===== config.mk =====
export PLATFORM = sky130hd
export DESIGN_NAME = decoder_width_conv
export DESIGN_NICKNAME = d
export VERILOG_FILES = /design/src/rtl/decoder_width_conv.sv
export SDC_FILE = /design/constraint.sdc
export NUM_CORES = 1
export LEC_CHECK = 0
export BUFFER_PORTS_ARGS = -buffer_cell sky130_fd_sc_hd__clkbuf_2
export CORE_ASPECT_RATIO = 1.1
export CORE_MARGIN = 8
export CORE_UTILIZATION = 45
export CTS_BUF_LIST = sky130_fd_sc_hd__clkbuf_8
export DETAILED_ROUTE_END_ITERATION = 12
export PLACE_DENSITY = 0.65
export SETUP_SLACK_MARGIN = 0.1
export SLEW_MARGIN = 5
export SYNTH_ARGS = -nofsm -noshare
export SYNTH_HDL_FRONTEND = slang
export SYNTH_SLANG_ARGS = --single-unit

===== constraint.sdc =====
create_clock -name aclk -period 21.7 [get_ports aclk]
set_input_delay 0 -clock aclk [delete_from_list [all_inputs] [get_ports aclk]]
set_output_delay 0 -clock aclk [all_outputs]
set_load 0.02 [all_outputs]

===== src/rtl/decoder_width_conv.sv =====
// ----------------------------------------------------------------------------
// decoder_width_conv
// Single-clock AXI-Stream width converter between the CDC FIFO and the decoder
// datapath. Up-sizes or down-sizes by any integer ratio, carries tkeep/tlast,
// and flushes a partial word immediately at packet end. The m_axis_* outputs
// come straight from one register stage.
//
// Ports
//   aclk, rst                  clock, asynchronous active-high reset
//   s_axis_tdata/tkeep/tlast   input beat (DWIDTH_IN bits, DWIDTH_IN/8 keep)
//   s_axis_tvalid/tready       input handshake (tready is combinational)
//   m_axis_tdata/tkeep/tlast   output beat (DWIDTH_OUT bits, DWIDTH_OUT/8 keep)
//   m_axis_tvalid/tready       output handshake (tvalid registered)
// ----------------------------------------------------------------------------
module decoder_width_conv #(
    parameter int unsigned DWIDTH_IN  = 64,
    parameter int unsigned DWIDTH_OUT = 256
) (
    input  logic                    aclk,
    input  logic                    rst,
    input  logic [DWIDTH_IN-1:0]    s_axis_tdata,
    input  logic [DWIDTH_IN/8-1:0]  s_axis_tkeep,
    input  logic                    s_axis_tlast,
    input  logic                    s_axis_tvalid,
    output logic                    s_axis_tready,
    output logic [DWIDTH_OUT-1:0]   m_axis_tdata,
    output logic [DWIDTH_OUT/8-1:0] m_axis_tkeep,
    output logic                    m_axis_tlast,
    output logic                    m_axis_tvalid,
    input  logic                    m_axis_tready
);

    localparam int unsigned KEEP_IN  = DWIDTH_IN / 8;
    localparam int unsigned KEEP_OUT = DWIDTH_OUT / 8;

    if (DWIDTH_OUT > DWIDTH_IN) begin : g_up
        // ------------------------------------------------------------------
        // Up-size: gather input beats into lanes of an accumulator, hand the
        // finished word to the output register on the last lane or tlast.
        // ------------------------------------------------------------------
        localparam int unsigned RATIO = DWIDTH_OUT / DWIDTH_IN;
        localparam int unsigned CNT_W = (RATIO > 1) ? $clog2(RATIO) : 1;

        logic [CNT_W-1:0]      cnt_q,       cnt_d;
        logic [DWIDTH_OUT-1:0] acc_data_q,  acc_data_d;
        logic [KEEP_OUT-1:0]   acc_keep_q,  acc_keep_d;
        logic [DWIDTH_OUT-1:0] out_data_q,  out_data_d;
        logic [KEEP_OUT-1:0]   out_keep_q,  out_keep_d;
        logic                  out_last_q,  out_last_d;
        logic                  out_valid_q, out_valid_d;

        logic complete_c;
        logic s_ready_c;
        logic s_hs_c;
        logic m_hs_c;

        // Handshake qualifiers; only a completing beat can be stalled
        always_comb begin
            complete_c = (cnt_q == CNT_W'(RATIO - 1)) || s_axis_tlast;
            m_hs_c     = out_valid_q && m_axis_tready;
            s_ready_c  = !rst && (!complete_c || !out_valid_q || m_axis_tready);
            s_hs_c     = s_axis_tvalid && s_ready_c;
        end

        // Next-state: lane write, word hand-off, accumulator clear
        always_comb begin
            cnt_d       = cnt_q;
            acc_data_d  = acc_data_q;
            acc_keep_d  = acc_keep_q;
            out_data_d  = out_data_q;
            out_keep_d  = out_keep_q;
            out_last_d  = out_last_q;
            out_valid_d = out_valid_q;

            if (m_hs_c) begin
                out_valid_d = 1'b0;
            end

            if (s_hs_c) begin
                acc_data_d[cnt_q*DWIDTH_IN +: DWIDTH_IN] = s_axis_tdata;
                acc_keep_d[cnt_q*KEEP_IN +: KEEP_IN]     = s_axis_tkeep;
                if (complete_c) begin
                    // Unwritten lanes of a truncated word stay zero
                    out_data_d  = acc_data_d;
                    out_keep_d  = acc_keep_d;
                    out_last_d  = s_axis_tlast;
                    out_valid_d = 1'b1;
                    acc_data_d  = '0;
                    acc_keep_d  = '0;
                    cnt_d       = '0;
                end else begin
                    cnt_d = cnt_q + CNT_W'(1);
                end
            end
        end

        // State registers
        always_ff @(posedge aclk or posedge rst) begin
            if (rst) begin
                cnt_q       <= '0;
                acc_data_q  <= '0;
                acc_keep_q  <= '0;
                out_data_q  <= '0;
                out_keep_q  <= '0;
                out_last_q  <= 1'b0;
                out_valid_q <= 1'b0;
            end else begin
                cnt_q       <= cnt_d;
                acc_data_q  <= acc_data_d;
                acc_keep_q  <= acc_keep_d;
                out_data_q  <= out_data_d;
                out_keep_q  <= out_keep_d;
                out_last_q  <= out_last_d;
                out_valid_q <= out_valid_d;
            end
        end

        assign s_axis_tready = s_ready_c;
        assign m_axis_tdata  = out_data_q;
        assign m_axis_tkeep  = out_keep_q;
        assign m_axis_tlast  = out_last_q;
        assign m_axis_tvalid = out_valid_q;

    end else if (DWIDTH_IN > DWIDTH_OUT) begin : g_down
        // ------------------------------------------------------------------
        // Down-size: hold the input word and feed its lanes one at a time into
        // the output register; trailing empty lanes of a tlast word are dropped.
        // ------------------------------------------------------------------
        localparam int unsigned RATIO = DWIDTH_IN / DWIDTH_OUT;
        localparam int unsigned CNT_W = (RATIO > 1) ? $clog2(RATIO) : 1;

        logic [DWIDTH_IN-1:0]  hold_data_q, hold_data_d;
        logic [KEEP_IN-1:0]    hold_keep_q, hold_keep_d;
        logic                  hold_last_q, hold_last_d;
        logic [CNT_W-1:0]      idx_q,       idx_d;
        logic [CNT_W-1:0]      last_lane_q, last_lane_d;
        logic [DWIDTH_OUT-1:0] out_data_q,  out_data_d;
        logic [KEEP_OUT-1:0]   out_keep_q,  out_keep_d;
        logic                  out_last_q,  out_last_d;
        logic                  out_valid_q, out_valid_d;

        logic [CNT_W-1:0] top_lane_c;
        logic [CNT_W-1:0] load_last_c;
        logic [CNT_W-1:0] next_idx_c;
        logic             is_last_c;
        logic             s_ready_c;
        logic             s_hs_c;
        logic             m_hs_c;

        // Highest lane of the incoming word with any keep bit set
        always_comb begin
            top_lane_c = '0;
            for (int unsigned i = 0; i < RATIO; i++) begin
                if (|s_axis_tkeep[i*KEEP_OUT +: KEEP_OUT]) begin
                    top_lane_c = CNT_W'(i);
                end
            end
            load_last_c = s_axis_tlast ? top_lane_c : CNT_W'(RATIO - 1);
        end

        // Handshake qualifiers; a new word loads on the edge the last lane leaves
        always_comb begin
            next_idx_c = idx_q + CNT_W'(1);
            is_last_c  = (idx_q == last_lane_q);
            m_hs_c     = out_valid_q && m_axis_tready;
            s_ready_c  = !rst && (!out_valid_q || (m_axis_tready && is_last_c));
            s_hs_c     = s_axis_tvalid && s_ready_c;
        end

        // Next-state: lane advance and word load
        always_comb begin
            hold_data_d = hold_data_q;
            hold_keep_d = hold_keep_q;
            hold_last_d = hold_last_q;
            idx_d       = idx_q;
            last_lane_d = last_lane_q;
            out_data_d  = out_data_q;
            out_keep_d  = out_keep_q;
            out_last_d  = out_last_q;
            out_valid_d = out_valid_q;

            if (m_hs_c) begin
                if (is_last_c) begin
                    out_valid_d = 1'b0;
                end else begin
                    idx_d      = next_idx_c;
                    out_data_d = hold_data_q[next_idx_c*DWIDTH_OUT +: DWIDTH_OUT];
                    out_keep_d = hold_keep_q[next_idx_c*KEEP_OUT +: KEEP_OUT];
                    out_last_d = hold_last_q && (next_idx_c == last_lane_q);
                end
            end

            if (s_hs_c) begin
                hold_data_d = s_axis_tdata;
                hold_keep_d = s_axis_tkeep;
                hold_last_d = s_axis_tlast;
                idx_d       = '0;
                last_lane_d = load_last_c;
                out_data_d  = s_axis_tdata[DWIDTH_OUT-1:0];
                out_keep_d  = s_axis_tkeep[KEEP_OUT-1:0];
                out_last_d  = s_axis_tlast && (load_last_c == '0);
                out_valid_d = 1'b1;
            end
        end

        // State registers
        always_ff @(posedge aclk or posedge rst) begin
            if (rst) begin
                hold_data_q <= '0;
                hold_keep_q <= '0;
                hold_last_q <= 1'b0;
                idx_q       <= '0;
                last_lane_q <= '0;
                out_data_q  <= '0;
                out_keep_q  <= '0;
                out_last_q  <= 1'b0;
                out_valid_q <= 1'b0;
            end else begin
                hold_data_q <= hold_data_d;
                hold_keep_q <= hold_keep_d;
                hold_last_q <= hold_last_d;
                idx_q       <= idx_d;
                last_lane_q <= last_lane_d;
                out_data_q  <= out_data_d;
                out_keep_q  <= out_keep_d;
                out_last_q  <= out_last_d;
                out_valid_q <= out_valid_d;
            end
        end

        assign s_axis_tready = s_ready_c;
        assign m_axis_tdata  = out_data_q;
        assign m_axis_tkeep  = out_keep_q;
        assign m_axis_tlast  = out_last_q;
        assign m_axis_tvalid = out_valid_q;

    end else begin : g_same
        // ------------------------------------------------------------------
        // Equal widths: plain register slice.
        // ------------------------------------------------------------------
        logic [DWIDTH_OUT-1:0] out_data_q,  out_data_d;
        logic [KEEP_OUT-1:0]   out_keep_q,  out_keep_d;
        logic                  out_last_q,  out_last_d;
        logic                  out_valid_q, out_valid_d;
        logic                  s_ready_c;

        // Load when the slice is empty or draining this cycle
        always_comb begin
            s_ready_c   = !rst && (!out_valid_q || m_axis_tready);
            out_data_d  = out_data_q;
            out_keep_d  = out_keep_q;
            out_last_d  = out_last_q;
            out_valid_d = out_valid_q;
            if (out_valid_q && m_axis_tready) begin
                out_valid_d = 1'b0;
            end
            if (s_axis_tvalid && s_ready_c) begin
                out_data_d  = s_axis_tdata;
                out_keep_d  = s_axis_tkeep;
                out_last_d  = s_axis_tlast;
                out_valid_d = 1'b1;
            end
        end

        // State registers
        always_ff @(posedge aclk or posedge rst) begin
            if (rst) begin
                out_data_q  <= '0;
                out_keep_q  <= '0;
                out_last_q  <= 1'b0;
                out_valid_q <= 1'b0;
            end else begin
                out_data_q  <= out_data_d;
                out_keep_q  <= out_keep_d;
                out_last_q  <= out_last_d;
                out_valid_q <= out_valid_d;
            end
        end

        assign s_axis_tready = s_ready_c;
        assign m_axis_tdata  = out_data_q;
        assign m_axis_tkeep  = out_keep_q;
        assign m_axis_tlast  = out_last_q;
        assign m_axis_tvalid = out_valid_q;
    end

endmodule

# ---- Yosys cells after proc, flatten, opt, wreduce, memory -nomap -nowiden
# Cells that the tools add are included.
dict set report op_classes {
  eq_ne 1
  n_reduce_logical 10
  mux 8
  addsub 3
  shift 4
}
# op count
set ops {}
lappend ops {{$bwmux W256} 1}
lappend ops {{$mux W256} 1}
lappend ops {{$shift A64 B34 Y256 const A} 1}
lappend ops {{$shiftx A64 B34 Y256} 1}
lappend ops {{$neg A5 Y34} 1}
lappend ops {{$neg A8 Y34} 1}
lappend ops {{$shift A8 B34 Y32 const A} 1}
lappend ops {{$shiftx A8 B34 Y32} 1}
lappend ops {{$bwmux W32} 1}
lappend ops {{$mux W32} 1}
lappend ops {{$logic_and A1 B1 Y1} 3}
lappend ops {{$logic_not A1 Y1} 3}
lappend ops {{$logic_or A1 B1 Y1} 3}
lappend ops {{$mux W1} 3}
lappend ops {{$add A2 B1 Y2 const B} 1}
lappend ops {{$eq A2 B2 Y1 const B} 1}
lappend ops {{$mux W2} 1}
lappend ops {{$reduce_and A2 Y1} 1}
dict set report word_totals {
  register_bits 580
  inputBits 77
  word_cells 33
  output_inout_bits 291
}

# ---- Longest topological paths before layout
# Gate-level depths: netlist of the first run.
dict set report depth {
  depth_word 8
  mapped_depth 10
  ltp_nobuf 5
}

# ---- Worst setup path before layout of the first run
# Ideal clock, no wire load.
dict set report synth_path {
  kind {reg-to-reg}
  start {register g_up.cnt_q[0]}
  end {register g_up.acc_data_q[128]}
  synth_period_minus_slack_ns 2.078
  path_buffers 3
  setup_slack_ns 19.622
  path_stages_with_launch 9
  arrival_ns 1.957
  cell_sequence {dfrtp_1 > inv_1 > ha_1 > nor4b_2 > buf_2 > and2_1 > buf_4 > buf_2 > a32o_1}
}
dict set report synth_via {
  elab_chain_cells 7
  word_cells_on_any_way 12
}
# item line
set synth_lines {}
lappend synth_lines {{start: declaration} 44} ;# logic [CNT_W-1:0] cnt_q, cnt_d;
lappend synth_lines {{start signal: assignment} 108} ;# cnt_q <= cnt_d;
lappend synth_lines {{parallel branches: the longest is 7 deep, another holds $neg A8 Y34} -}
lappend synth_lines {{end signal: assignment} 109} ;# acc_data_q <= acc_data_d;
lappend synth_lines {{end: declaration} 45} ;# logic [DWIDTH_OUT-1:0] acc_data_q, acc_data_d;
# Several ways; the timed one is not identified.
# A chain may end at the register's enable or synchronous reset.

# ---- Worst setup path after layout of the first run
dict set report layout_path {
  start {register g_up.cnt_q[0]}
  end {register g_up.out_data_q[70], in the netlist m_axis_tdata[70]}
}
dict set report layout_via {
  elab_chain_cells 8
  word_cells_on_any_way 12
}
# item line
set layout_lines {}
lappend layout_lines {{parallel branches: the longest is 8 deep, another holds $neg A8 Y34} -}
lappend layout_lines {{end signal: assignment} 111} ;# out_data_q <= out_data_d;
lappend layout_lines {{end: declaration} 47} ;# logic [DWIDTH_OUT-1:0] out_data_q, out_data_d;
# Several ways; the timed one is not identified.

==> metrics, run 1 <==
die width=245 µm; iteration count of the initial detailed-routing pass=6; Largest stage delay, worst path=0.88 ns; Worst-path clk slew=0.07 ns; minimum clock period=4.58 ns; Num CTS Buffers=92; final hold slack=0.229 ns; initial core utilization=0.454; GP Congestion=0.821; vias=22500; Worst-Margin Slew=1.24 ns; run status=complete, no violations; CTS H-tree lvls=3; Sequential cell area=0.0145 mm²; RSZ-0062 raised after global routing=no; crit-path cells=ha_1 -> or2_4 -> and3_4 -> buf_4 -> buf_4 -> a31oi_1; cell area after synthesis=0.0260 mm²; DP HPWL=50500 µm; TritonCTS clock tree=built; switching pwr=1.12 mW; post-CTS setup buffer count=0; Worst R2R Path Depth=6; worst hold path class=in -> async; R2R setup slack=17.12 ns; hold buffer count at cts=79; Gate Count Post-Synth=2412; Gate power share=0.256; core area=0.0572 mm²; Fmax=218 MHz; CTS sink count=580; P&R area growth vs syn=16.3%; commonest cells after routing, fill and taps aside=dfrtp_1 (580), clkbuf_2 (367), a31oi_1 (356); drt first-iter violations=2505; CP startpoint=g_up.cnt_q[0]$_DFFE_PP0P_; antenna violations before repair=2; Max-Slew Margin vs Limit=0.174; cell area power density=103 mW/mm²; Setup Crit Path Kind=reg -> reg; most used cell, CP=buf_4; crit start category=flop; Crit. End Element=flop; Seq pwr share=0.437; final core utilization=0.528; area share of the largest cell type after synthesis=0.559; flops & latches, synth=580; worst r2r src=g_up.cnt_q[0]$_DFFE_PP0P_; Routed WL per cell=26.1 µm; top post-synthesis cells by area=dfrtp_1 (56%), a31oi_1 (8.6%), a32o_1 (8.4%); final net count=2700; Synth Net Count=2495; Critical Path AT=5.08 ns; clock power share=0.307; Crit-path slowest cell=buf_4; CP required=22.19 ns; max cap viols=0; GRT Util Overall=0.264; PortBufs=367; Final Cycle Share=0.211; Crit Path Max Fanout=90; post-synthesis sequential area ratio=0.559; GRT overflow=0; post-cts resize count=0; layout cell share with drive strength beyond 1=0.209; pin count of the biggest net entering global routing=219; Yosys warning total=0; final-report setup violation count=0; number of synthesized flops with an enable pin=0; ys async rst share=1.00; cell row count=92; setup tns final=0 ns; vias in the first global route=22300; final wirelength=89900 µm; Bufs on Longest Clock Path=3; FILL cells=5095; max-slew violation count=0; Pleak=12.9 nW; Top Ports=368; full die area=0.0657 mm²; Final ANT Viol Nets=0; switching share of total power=0.360; Post-synth top flop=dfrtp_1; internal power=1.98 mW; commonest non-fill, non-tap cell in the layout=dfrtp_1; Die Y=268 µm; Via density=6.55; Post-Syn Area per Cell=10.8 µm²; Skew-Pair Late Insertion Delay=0.69 ns; Peak supply drop=45.3 µV; clock root cell=clkbuf_8; Synth area leader=dfrtp_1; Netlist cell types=38; # DRC=0; Multi-input gate area=0.00974 mm²; first-pass GRT wire length=137000 µm; clk_skew=0.0244 ns; Fin. Hold Viols=0
[final cells by class]
cell class,instances,share of cell area
clock buffer,123,0.0560
antenna,2,0.000166
inverter,62,0.00799
tap,752,0.0311
multi-input combinational,1404,0.322
timing repair buffer,477,0.0955
sequential,580,0.480
clock inverter,38,0.00634
[sequential cells by signal, indices dropped and copies added, names as in the netlist]
| signal | count |
|---|---|
| g_up.acc_data_q | 256 |
| g_up.acc_keep_q | 32 |
| g_up.cnt_q | 2 |
| m_axis_tdata | 256 |
| m_axis_tkeep | 32 |
| m_axis_tlast | 1 |
| m_axis_tvalid | 1 |
[synth_stat cells (58+ instances only)]
master	count
buf_1	84
clkbuf_1	159
nor2b_1	160
a21oi_1	262
dfrtp_1	580
a31oi_1	356
nor3b_1	58
buf_2	96
a22o_1	73
a32o_1	217
o21ai_0	60
o32a_1	58
inv_1	61
[worst paths after layout]
kind                                                    end
min in group aclk           g_up.acc_data_q[55]$_DFFE_PP0P_
hold / removal             g_up.acc_data_q[202]$_DFFE_PP0P_
max in group asynchronous      m_axis_tdata[24]$_DFFE_PP0P_
setup reg to reg               m_axis_tdata[70]$_DFFE_PP0P_
setup / recovery               m_axis_tdata[70]$_DFFE_PP0P_
hold reg to reg            g_up.acc_data_q[222]$_DFFE_PP0P_
[worst max-delay path: cells and delay by family (launching register included)]
family                   cells  cell delay, ns
buffers and inverters        2            1.65
AO/OA/AOI/OAI                1            0.21
AND/OR/NAND/NOR              2            1.14
adder cells (fa/ha/maj)      1            0.44
flip-flops                   1            0.66
[per-stage QoR]
stage | worst slack, ns | total power [mW] | instances | instance area (µm²)
floorplan | 5.47 | 1.82 | 2412 | 26000
global placement | 17.37 | 2.14 | 3196 | 27500
detailed placement | 17.23 | 2.15 | 3196 | 27500
CTS | 17.27 | 3.12 | 3436 | 30200
global route | 16.96 | 3.24 | 3437 | 30200
finish | 17.12 | 3.10 | 3438 | 30200
[power by group through the flow]
stage	registers, mW	logic (mW)	clock network [mW]
global placement	1.37	0.768	0
floorplan	1.49	0.328	0
CTS	1.35	0.796	0.968
detailed placement	1.37	0.781	0
finish	1.36	0.793	0.951
global route	1.37	0.851	1.02
[cells by family after synthesis]
logic type / count (synthesis) / share of synthesized area
simple gates: 349 / 0.0802
mux: 1 / 0.000433
compound gates: 1048 / 0.285
buf+inv: 428 / 0.0724
flops: 580 / 0.559
fa+ha+maj: 6 / 0.00289
[metal layers]
layer	part of all wire	GRT usage	routed length, µm	up-vias
met2	0.48	0.420	43200	1175
li1	-	-	-	9551
met3	0.086	0.0577	7720	182
met5	0.000089	0	8	-
met4	0.032	0.107	2890	2
met1	0.40	0.350	36100	11600
Power figures use the tool's default switching activity.
==> run 2: changes to the inputs <==
--- a/config.mk
+++ b/config.mk
@@ -5,13 +5,13 @@
 export SDC_FILE = /design/constraint.sdc
 export NUM_CORES = 1
 export LEC_CHECK = 0
+export ABC_AREA = 1
 export BUFFER_PORTS_ARGS = -buffer_cell sky130_fd_sc_hd__clkbuf_2
 export CORE_ASPECT_RATIO = 1.1
 export CORE_MARGIN = 8
 export CORE_UTILIZATION = 45
 export CTS_BUF_LIST = sky130_fd_sc_hd__clkbuf_8
 export DETAILED_ROUTE_END_ITERATION = 12
-export PLACE_DENSITY = 0.65
 export SETUP_SLACK_MARGIN = 0.1
 export SLEW_MARGIN = 5
 export SYNTH_ARGS = -nofsm -noshare
==> constraint.sdc (replaced) <==
create_clock -name aclk -period 4.7 [get_ports aclk]
set_input_delay 0 -clock aclk [delete_from_list [all_inputs] [get_ports aclk]]
set_output_delay 0 -clock aclk [all_outputs]
set_load 0.02 [all_outputs]
==> run 2 against run 1 <==
  * Global-route usage shrank 1.5 points
  * Combinational power grew to 3.0 times the previous value
  * Power grew to 4.0 times the previous value
  * Sequential power grew to 4.0 times the previous value
  * Sequential cell count is the same
  * Clock power grew to 4.8 times the previous value
  * Setup slack lost 16 ns
  * Hold slack lost 0.11 ns
  * Critical path type unchanged
  * Critical endpoint is now m_axis_tdata[243]$_DFFE_PP0P_
  * Largest cell class unchanged
==> metrics, run 2 <==
Final Power=12.5 mW (+300%); clock power share=0.366 (+0.059); Fmax=311 MHz (+43%); full die area=0.0671 mm² (+2.2%); CTS sink count=580 (unchanged); Synth Net Count=3722 (+49%); Critical Path AT=3.83 ns (-1.25 ns); Fin. Hold Viols=0 (unchanged); Reg-to-Reg End=m_axis_tdata[243]$_DFFE_PP0P_; pre-CTS setup slack=1.49 ns (-15.74 ns); PortBufs=367 (unchanged); cell row count=93 (+1.1%); cell area after layout=0.0317 mm² (+4.8%); final-report setup violation count=0 (unchanged); cell area power density=394 mW/mm² (+280%); GP Congestion=0.765 (-6.8%); die width=248 µm (+1.1%); hold path depth=4; initial core utilization=0.454 (about the same); Yosys warning total=0 (unchanged); Final ANT Viol Nets=0 (unchanged); TritonCTS clock tree=built; GRT overflow=0 (unchanged); commonest non-fill, non-tap cell in the layout=nand2_1; Worst-Margin Slew=1.11 ns (-0.131 ns); WL met2=38600 µm (-11%); top post-synthesis cells by area=dfrtp_1 (55%), nand2_1 (34%), nand3_1 (3.6%); final wirelength=83900 µm (-6.7%); pin count of the biggest net entering global routing=176 (-20%); cell area after synthesis=0.0266 mm² (+2.3%); minimum clock period=3.21 ns (-1.37 ns); worst hold path class=in -> reg; area share of the largest cell type after synthesis=0.546 (-0.0127); # DRC=0 (unchanged); Die Y=271 µm (+1.1%); first-pass GRT wire length=134000 µm (-2.6%); Netlist cell types=18 (-53%); most numerous cell in the Yosys netlist=nand2_1; Synth area leader=dfrtp_1; Num CTS Buffers=97 (+5.4%); Peak supply drop=240 µV (+430%); core area=0.0585 mm² (+2.3%); Final Cycle Share=0.684 (+0.472); GRT Util Overall=0.249 (-0.0149); Bufs on Longest Clock Path=3 (unchanged); Top Metal Used=met4; Gate power share=0.193 (-0.063); switching pwr=4.10 mW (+270%); RSZ-0062 raised after global routing=no; Post-Route M1 WL=38100 µm (+5.7%); worst setup margin=1.49 ns (-15.63 ns); Worst R2R Path Depth=8 (+2); flops & latches, synth=580 (unchanged); drt first-iter violations=1895 (-24%); Skew-Pair Late Insertion Delay=0.68 ns (about the same); Via density=4.93 (-25%); Setup Crit Path Kind=reg -> reg; commonest cells after routing, fill and taps aside=nand2_1 (2381), dfrtp_1 (579), clkbuf_2 (367); Synth top cells by count=nand2_1 (2381), dfrtp_1 (580), nand3_1 (189); switching share of total power=0.329 (-0.0313); worst hold start=s_axis_tvalid; number of synthesized flops with an enable pin=0 (unchanged); layout cell share with drive strength beyond 1=0.139 (-0.0701); CP required=5.31 ns (-16.88 ns); P&R area growth vs syn=19.1%; run status=complete, no violations; CTS H-tree lvls=3 (unchanged); vias in the first global route=23200 (+4.0%); Post-Syn Area per Cell=7.30 µm² (-32%); Pleak=19.5 nW (+50%); ys async rst share=1.00 (unchanged); R2R setup slack=1.49 ns (-15.63 ns); max-slew violation count=0 (unchanged); Gate Count Post-Synth=3639 (+51%); Routed WL per cell=17.3 µm (-34%); clk_skew=0.0204 ns (-0.00399 ns); Seq pwr share=0.441 (+0.004); max cap viols=0 (unchanged); crit start category=flop; final hold slack=0.115 ns (-0.114 ns); internal power=8.37 mW (+320%); hold endpoint=g_up.cnt_q[1]$_DFFE_PP0P_; FILL cells=5753 (+13%); Crit Path Max Fanout=82 (-8.9%); vias=23900 (+6.0%); Top Ports=368 (unchanged); Worst-path clk slew=0.07 ns (about the same); antenna violations before repair=1 (-1); Max-Slew Margin vs Limit=0.262 (+0.0881); post-synthesis sequential area ratio=0.546 (-0.0127); worst r2r src=g_up.cnt_q[0]$_DFFE_PP0P_; DP HPWL=50600 µm (+0.23%); clock root cell=clkbuf_8; met3 WL=4990 µm (-35%); Finished Layout Cells=4840 (+41%); area of placed instances=0.0289 mm² (+5.0%); Crit. End Element=flop; Inst Count DP=4588 (+44%); iteration count of the initial detailed-routing pass=5 (-1); final net count=4085 (+51%); Post-synth top flop=dfrtp_1
==> run 2: cell count changes after synthesis, moves of 58 or more <==
cell     previous run  this run
a21oi_1           262         1
a22o_1             73         0
a31oi_1           356         0
a32o_1            217         0
buf_1              84        22
inv_1              61       140
nand2_1            55      2381
nand3_1            55       189
nor2b_1           160         0
nor3b_1            58         0
o21ai_1             0        58
o32a_1             58         0
==> run 2: cells by family after synthesis <==
family	Yosys count	share of synthesized area
AO/OA/AOI/OAI	74	0.0139
adder cells (fa/ha/maj)	6	0.00282
buffers and inverters	365	0.0564
flip-flops	580	0.546
AND/OR/NAND/NOR	2614	0.381
==> run 2: worst max-delay path, stage by stage, from the launching register on <==
cell and delay, ns:
dfrtp_4 0.73, ha_1 0.30, inv_1 0.07, nand2_1 0.09
nand4_1 0.21, buf_4 0.60, buf_4 0.79, nand2_1 0.12
nand2_1 0.12
==> run 2: repair_timing <==
action / 4_1_cts / 5_1_grt
hold endpoints to repair: 813 / 0
setup buffers: 0 / 0
gates resized for setup: 0 / 0
hold buffers: 75 / 0
==> run 2: area by class of cell <==
type	instances	area, µm²	share of cell area
Sequential cell	580	14500	0.459
Multi-Input combinational cell	2694	10600	0.335
Antenna cell	1	2.50	0.0000790
Tap cell	760	951	0.0300
Inverter	146	571	0.0180
Timing Repair Buffer	483	3010	0.0950
Clock buffer	132	1820	0.0574
Clock inverter	44	185	0.00585
==> run 2: worst max path at each step <==
stage / from / end / slack [ns] / depth (start not counted)
finish: g_up.cnt_q[0]$_DFFE_PP0P_ / m_axis_tdata[243]$_DFFE_PP0P_ / 1.49 / 8
detailed placement: g_up.cnt_q[0]$_DFFE_PP0P_ / m_axis_tdata[95]$_DFFE_PP0P_ / 1.49 / 8
floorplan: rst / m_axis_tlast$_DFFE_PP0P_ / -5.78 / 5
global route: g_up.cnt_q[0]$_DFFE_PP0P_ / m_axis_tdata[231]$_DFFE_PP0P_ / 1.28 / 8
global placement: g_up.cnt_q[0]$_DFFE_PP0P_ / m_axis_tdata[33]$_DFFE_PP0P_ / 1.55 / 8
CTS: g_up.cnt_q[0]$_DFFE_PP0P_ / m_axis_tdata[95]$_DFFE_PP0P_ / 1.45 / 8
==> run 2: layer usage <==
metal	track usage	up-vias
met4	0.0862	0
met1	0.349	11300
li1	-	11800
met3	0.0390	126
met5	0	-
met2	0.390	704
==> run 2: power groups by stage <==
stage	Sequential, mW	Clock, mW	Combinational, mW
final	5.50	4.57	2.40
after global routing	5.54	4.92	2.64
after CTS	5.50	4.70	2.43
after global placement	5.58	0	2.37
after floorplan	5.79	0	1.28
after detailed placement	5.58	0	2.37
==> run 2: metrics by stage <==
stage	TNS, ns	utilization
2_1_floorplan	-5045.48	-
3_3_place_gp	0	0.494
3_5_place_dp	0	0.494
4_1_cts	0	0.541
5_1_grt	0	0.541
6_report	0	0.541
==> run 3: changes to the inputs <==
--- a/config.mk
+++ b/config.mk
@@ -12,6 +12,7 @@
 export CORE_UTILIZATION = 45
 export CTS_BUF_LIST = sky130_fd_sc_hd__clkbuf_8
 export DETAILED_ROUTE_END_ITERATION = 12
+export PLACE_DENSITY = 0.67
 export SETUP_SLACK_MARGIN = 0.1
 export SLEW_MARGIN = 5
 export SYNTH_ARGS = -nofsm -noshare
==> constraint.sdc (replaced) <==
create_clock -name aclk -period 2.9 [get_ports aclk]
set_input_delay 0 -clock aclk [delete_from_list [all_inputs] [get_ports aclk]]
set_output_delay 0 -clock aclk [all_outputs]
set_load 0.02 [all_outputs]
==> run 3 against run 2 <==
  * Register-to-register slack worse by 1.2 ns
  * Sequential share of layout area is 0.27 points lower
  * Critical path depth is 3 higher
  * Non-clock buffer count rose by 17
  * Power up 62%
  * Cell count rose by 0.27%
  * Sequential power up 61%
  * Clock power rose by 58%
  * Clock skew is 0.0047 ns higher
  * Die area unchanged
  * Largest power group unchanged
==> metrics, run 3 (same netlist as run 2, synthesis figures left out) <==
run status=complete, no violations; max cap viols=0 (unchanged); drt first-iter violations=2172 (+15%); PortBufs=367 (unchanged); Final Cycle Share=0.905 (+0.222); clk_skew=0.0251 ns (+0.00468 ns); first-pass GRT wire length=134000 µm (-0.18%); GRT overflow=0 (unchanged); Bufs on Longest Clock Path=3 (unchanged); Critical Path AT=3.27 ns (-0.56 ns); Crit. End Element=flop; Finished Layout Cells=4853 (+0.27%); full die area=0.0671 mm² (unchanged); worst hold path class=in -> async; vias=24200 (+1.4%); DP HPWL=50800 µm (+0.53%); Worst-path clk slew=0.07 ns (about the same); cell row count=93 (unchanged); initial core utilization=0.454 (unchanged); Fmax=381 MHz (+22%); die width=248 µm (unchanged); Sequential cell area=0.0145 mm² (unchanged); CTS sink count=580 (unchanged); core area=0.0585 mm² (unchanged); Max-Slew Margin vs Limit=0.357 (+0.0951); CTS H-tree lvls=3 (unchanged); # DRC=0 (unchanged); minimum clock period=2.63 ns (-0.587 ns); iteration count of the initial detailed-routing pass=5 (unchanged); Die Y=271 µm (unchanged); GP Congestion=0.801 (+4.6%); final net count=4102 (+0.42%); Peak supply drop=391 µV (+63%); vias in the first global route=24000 (+3.3%); max-slew violation count=0 (unchanged); crit start category=flop; Setup Crit Path Kind=reg -> reg; post-CTS setup buffer count=0 (unchanged); layout cell share with drive strength beyond 1=0.140 (+0.000603); clock root cell=clkbuf_8; Top Ports=368 (unchanged); GRT Util Overall=0.248 (-0.00130); Inst Count DP=4601 (+0.28%); Routed WL per cell=17.1 µm (-1.0%); Worst-Margin Slew=0.965 ns (-0.143 ns); antenna violations before repair=3 (+2); RSZ-0062 raised after global routing=no; Via density=4.99 (+1.1%); Fin. Hold Viols=0 (unchanged); cell area power density=635 mW/mm² (+61%); commonest cells after routing, fill and taps aside=nand2_1 (2381), dfrtp_1 (579), clkbuf_2 (367); Multi-input gate area=0.0106 mm² (unchanged); CP required=3.54 ns (-1.77 ns); Crit Path Max Fanout=54 (-34%); Skew-Pair Late Insertion Delay=0.70 ns (+0.02 ns); final-report setup violation count=0 (unchanged); Final Power=20.2 mW (+62%); FILL cells=5610 (-2.5%); Num CTS Buffers=97 (unchanged); Final ANT Viol Nets=0 (unchanged); final wirelength=83200 µm (-0.78%); TritonCTS clock tree=built; P&R area growth vs syn=19.8%; Pleak=19.6 nW (+0.52%); pin count of the biggest net entering global routing=177 (+0.57%); commonest non-fill, non-tap cell in the layout=nand2_1
[run 3: changes by cell type in the layout (fill, tap and decap cells not counted), sizes merged]
cell	before	now
clkinv	13	12
diode	1	3
dlygate4sd3	75	79
buf	41	54
clkbuf	499	484
inv	174	181
bufinv	0	2
clkinvlp	3	4
[run 3: layout make-up]
class,instances,share of cell area
inverter,146,0.0179
multi-input combinational,2694,0.333
sequential,580,0.456
timing repair buffer,500,0.103
clock inverter,53,0.00923
clock buffer,117,0.0506
antenna,3,0.000236
tap,760,0.0299
[run 3: stage by stage]
step	hold WS [ns]	utilization	TNS (ns)	area, µm²	worst slack (ns)
floorplan	0.0769	-	-7133.48	26600	-7.58
global placement	0.368	0.498	0	29100	0.434
detailed placement	0.373	0.498	0	29100	0.397
CTS	0.145	0.544	0	31800	0.181
global route	0.228	0.544	0	31800	0.110
finish	0.192	0.544	0	31800	0.275
[run 3: per-layer routing]
| layer | vias to the layer above | wire length, µm | global-route usage |
|---|---|---|---|
| li1 | 11800 | - | - |
| met1 | 11400 | 36800 | 0.336 |
| met2 | 801 | 38100 | 0.387 |
| met3 | 183 | 4830 | 0.0388 |
| met4 | 0 | 3460 | 0.115 |
| met5 | - | 0 | 0 |
[run 3: repair_timing]
item / CTS / global route
endpoints found under the setup margin: 0 / 3
hold buffers: 79 / 0
hold endpoints to repair: 691 / 0
resized for setup: 0 / 2
[run 3: worst paths after layout]
kind                       cells after the start                         endpoint  slack [ns]                             from
setup / recovery                              11  g_up.acc_data_q[16]$_DFFE_PP0P_        0.27        g_up.cnt_q[0]$_DFFE_PP0P_
hold / removal                                 4        g_up.cnt_q[0]$_DFFE_PP0P_        0.19                              rst
setup reg to reg                              11  g_up.acc_data_q[16]$_DFFE_PP0P_        0.27        g_up.cnt_q[0]$_DFFE_PP0P_
hold reg to reg                                2  g_up.acc_data_q[14]$_DFFE_PP0P_        0.47  g_up.acc_data_q[14]$_DFFE_PP0P_
max in group asynchronous                      5     m_axis_tdata[34]$_DFFE_PP0P_        1.23                              rst
min in group aclk                              6  g_up.acc_data_q[23]$_DFFE_PP0P_        0.26                 s_axis_tdata[23]
[run 3: worst max-delay path, stage by stage (launching register included)]
cell and delay, ns:
dfrtp_4 0.49, inv_1 0.14, ha_1 0.22, buf_6 0.29, nand2_1 0.12, inv_2 0.10, buf_12 0.30, nand3_1 0.12
nand2_1 0.11, nand2_1 0.06, nand2_1 0.06, dlygate4sd3_1 0.54
[run 3: where the power goes]
part	internal [mW]	total [mW]	leakage (nW)	switching, mW
Sequential	8.59	8.87	8.05	0.287
Clock	3.82	7.23	1.11	3.41
Combinational	1.05	4.11	10.4	3.05
Total	13.5	20.2	19.6	6.75
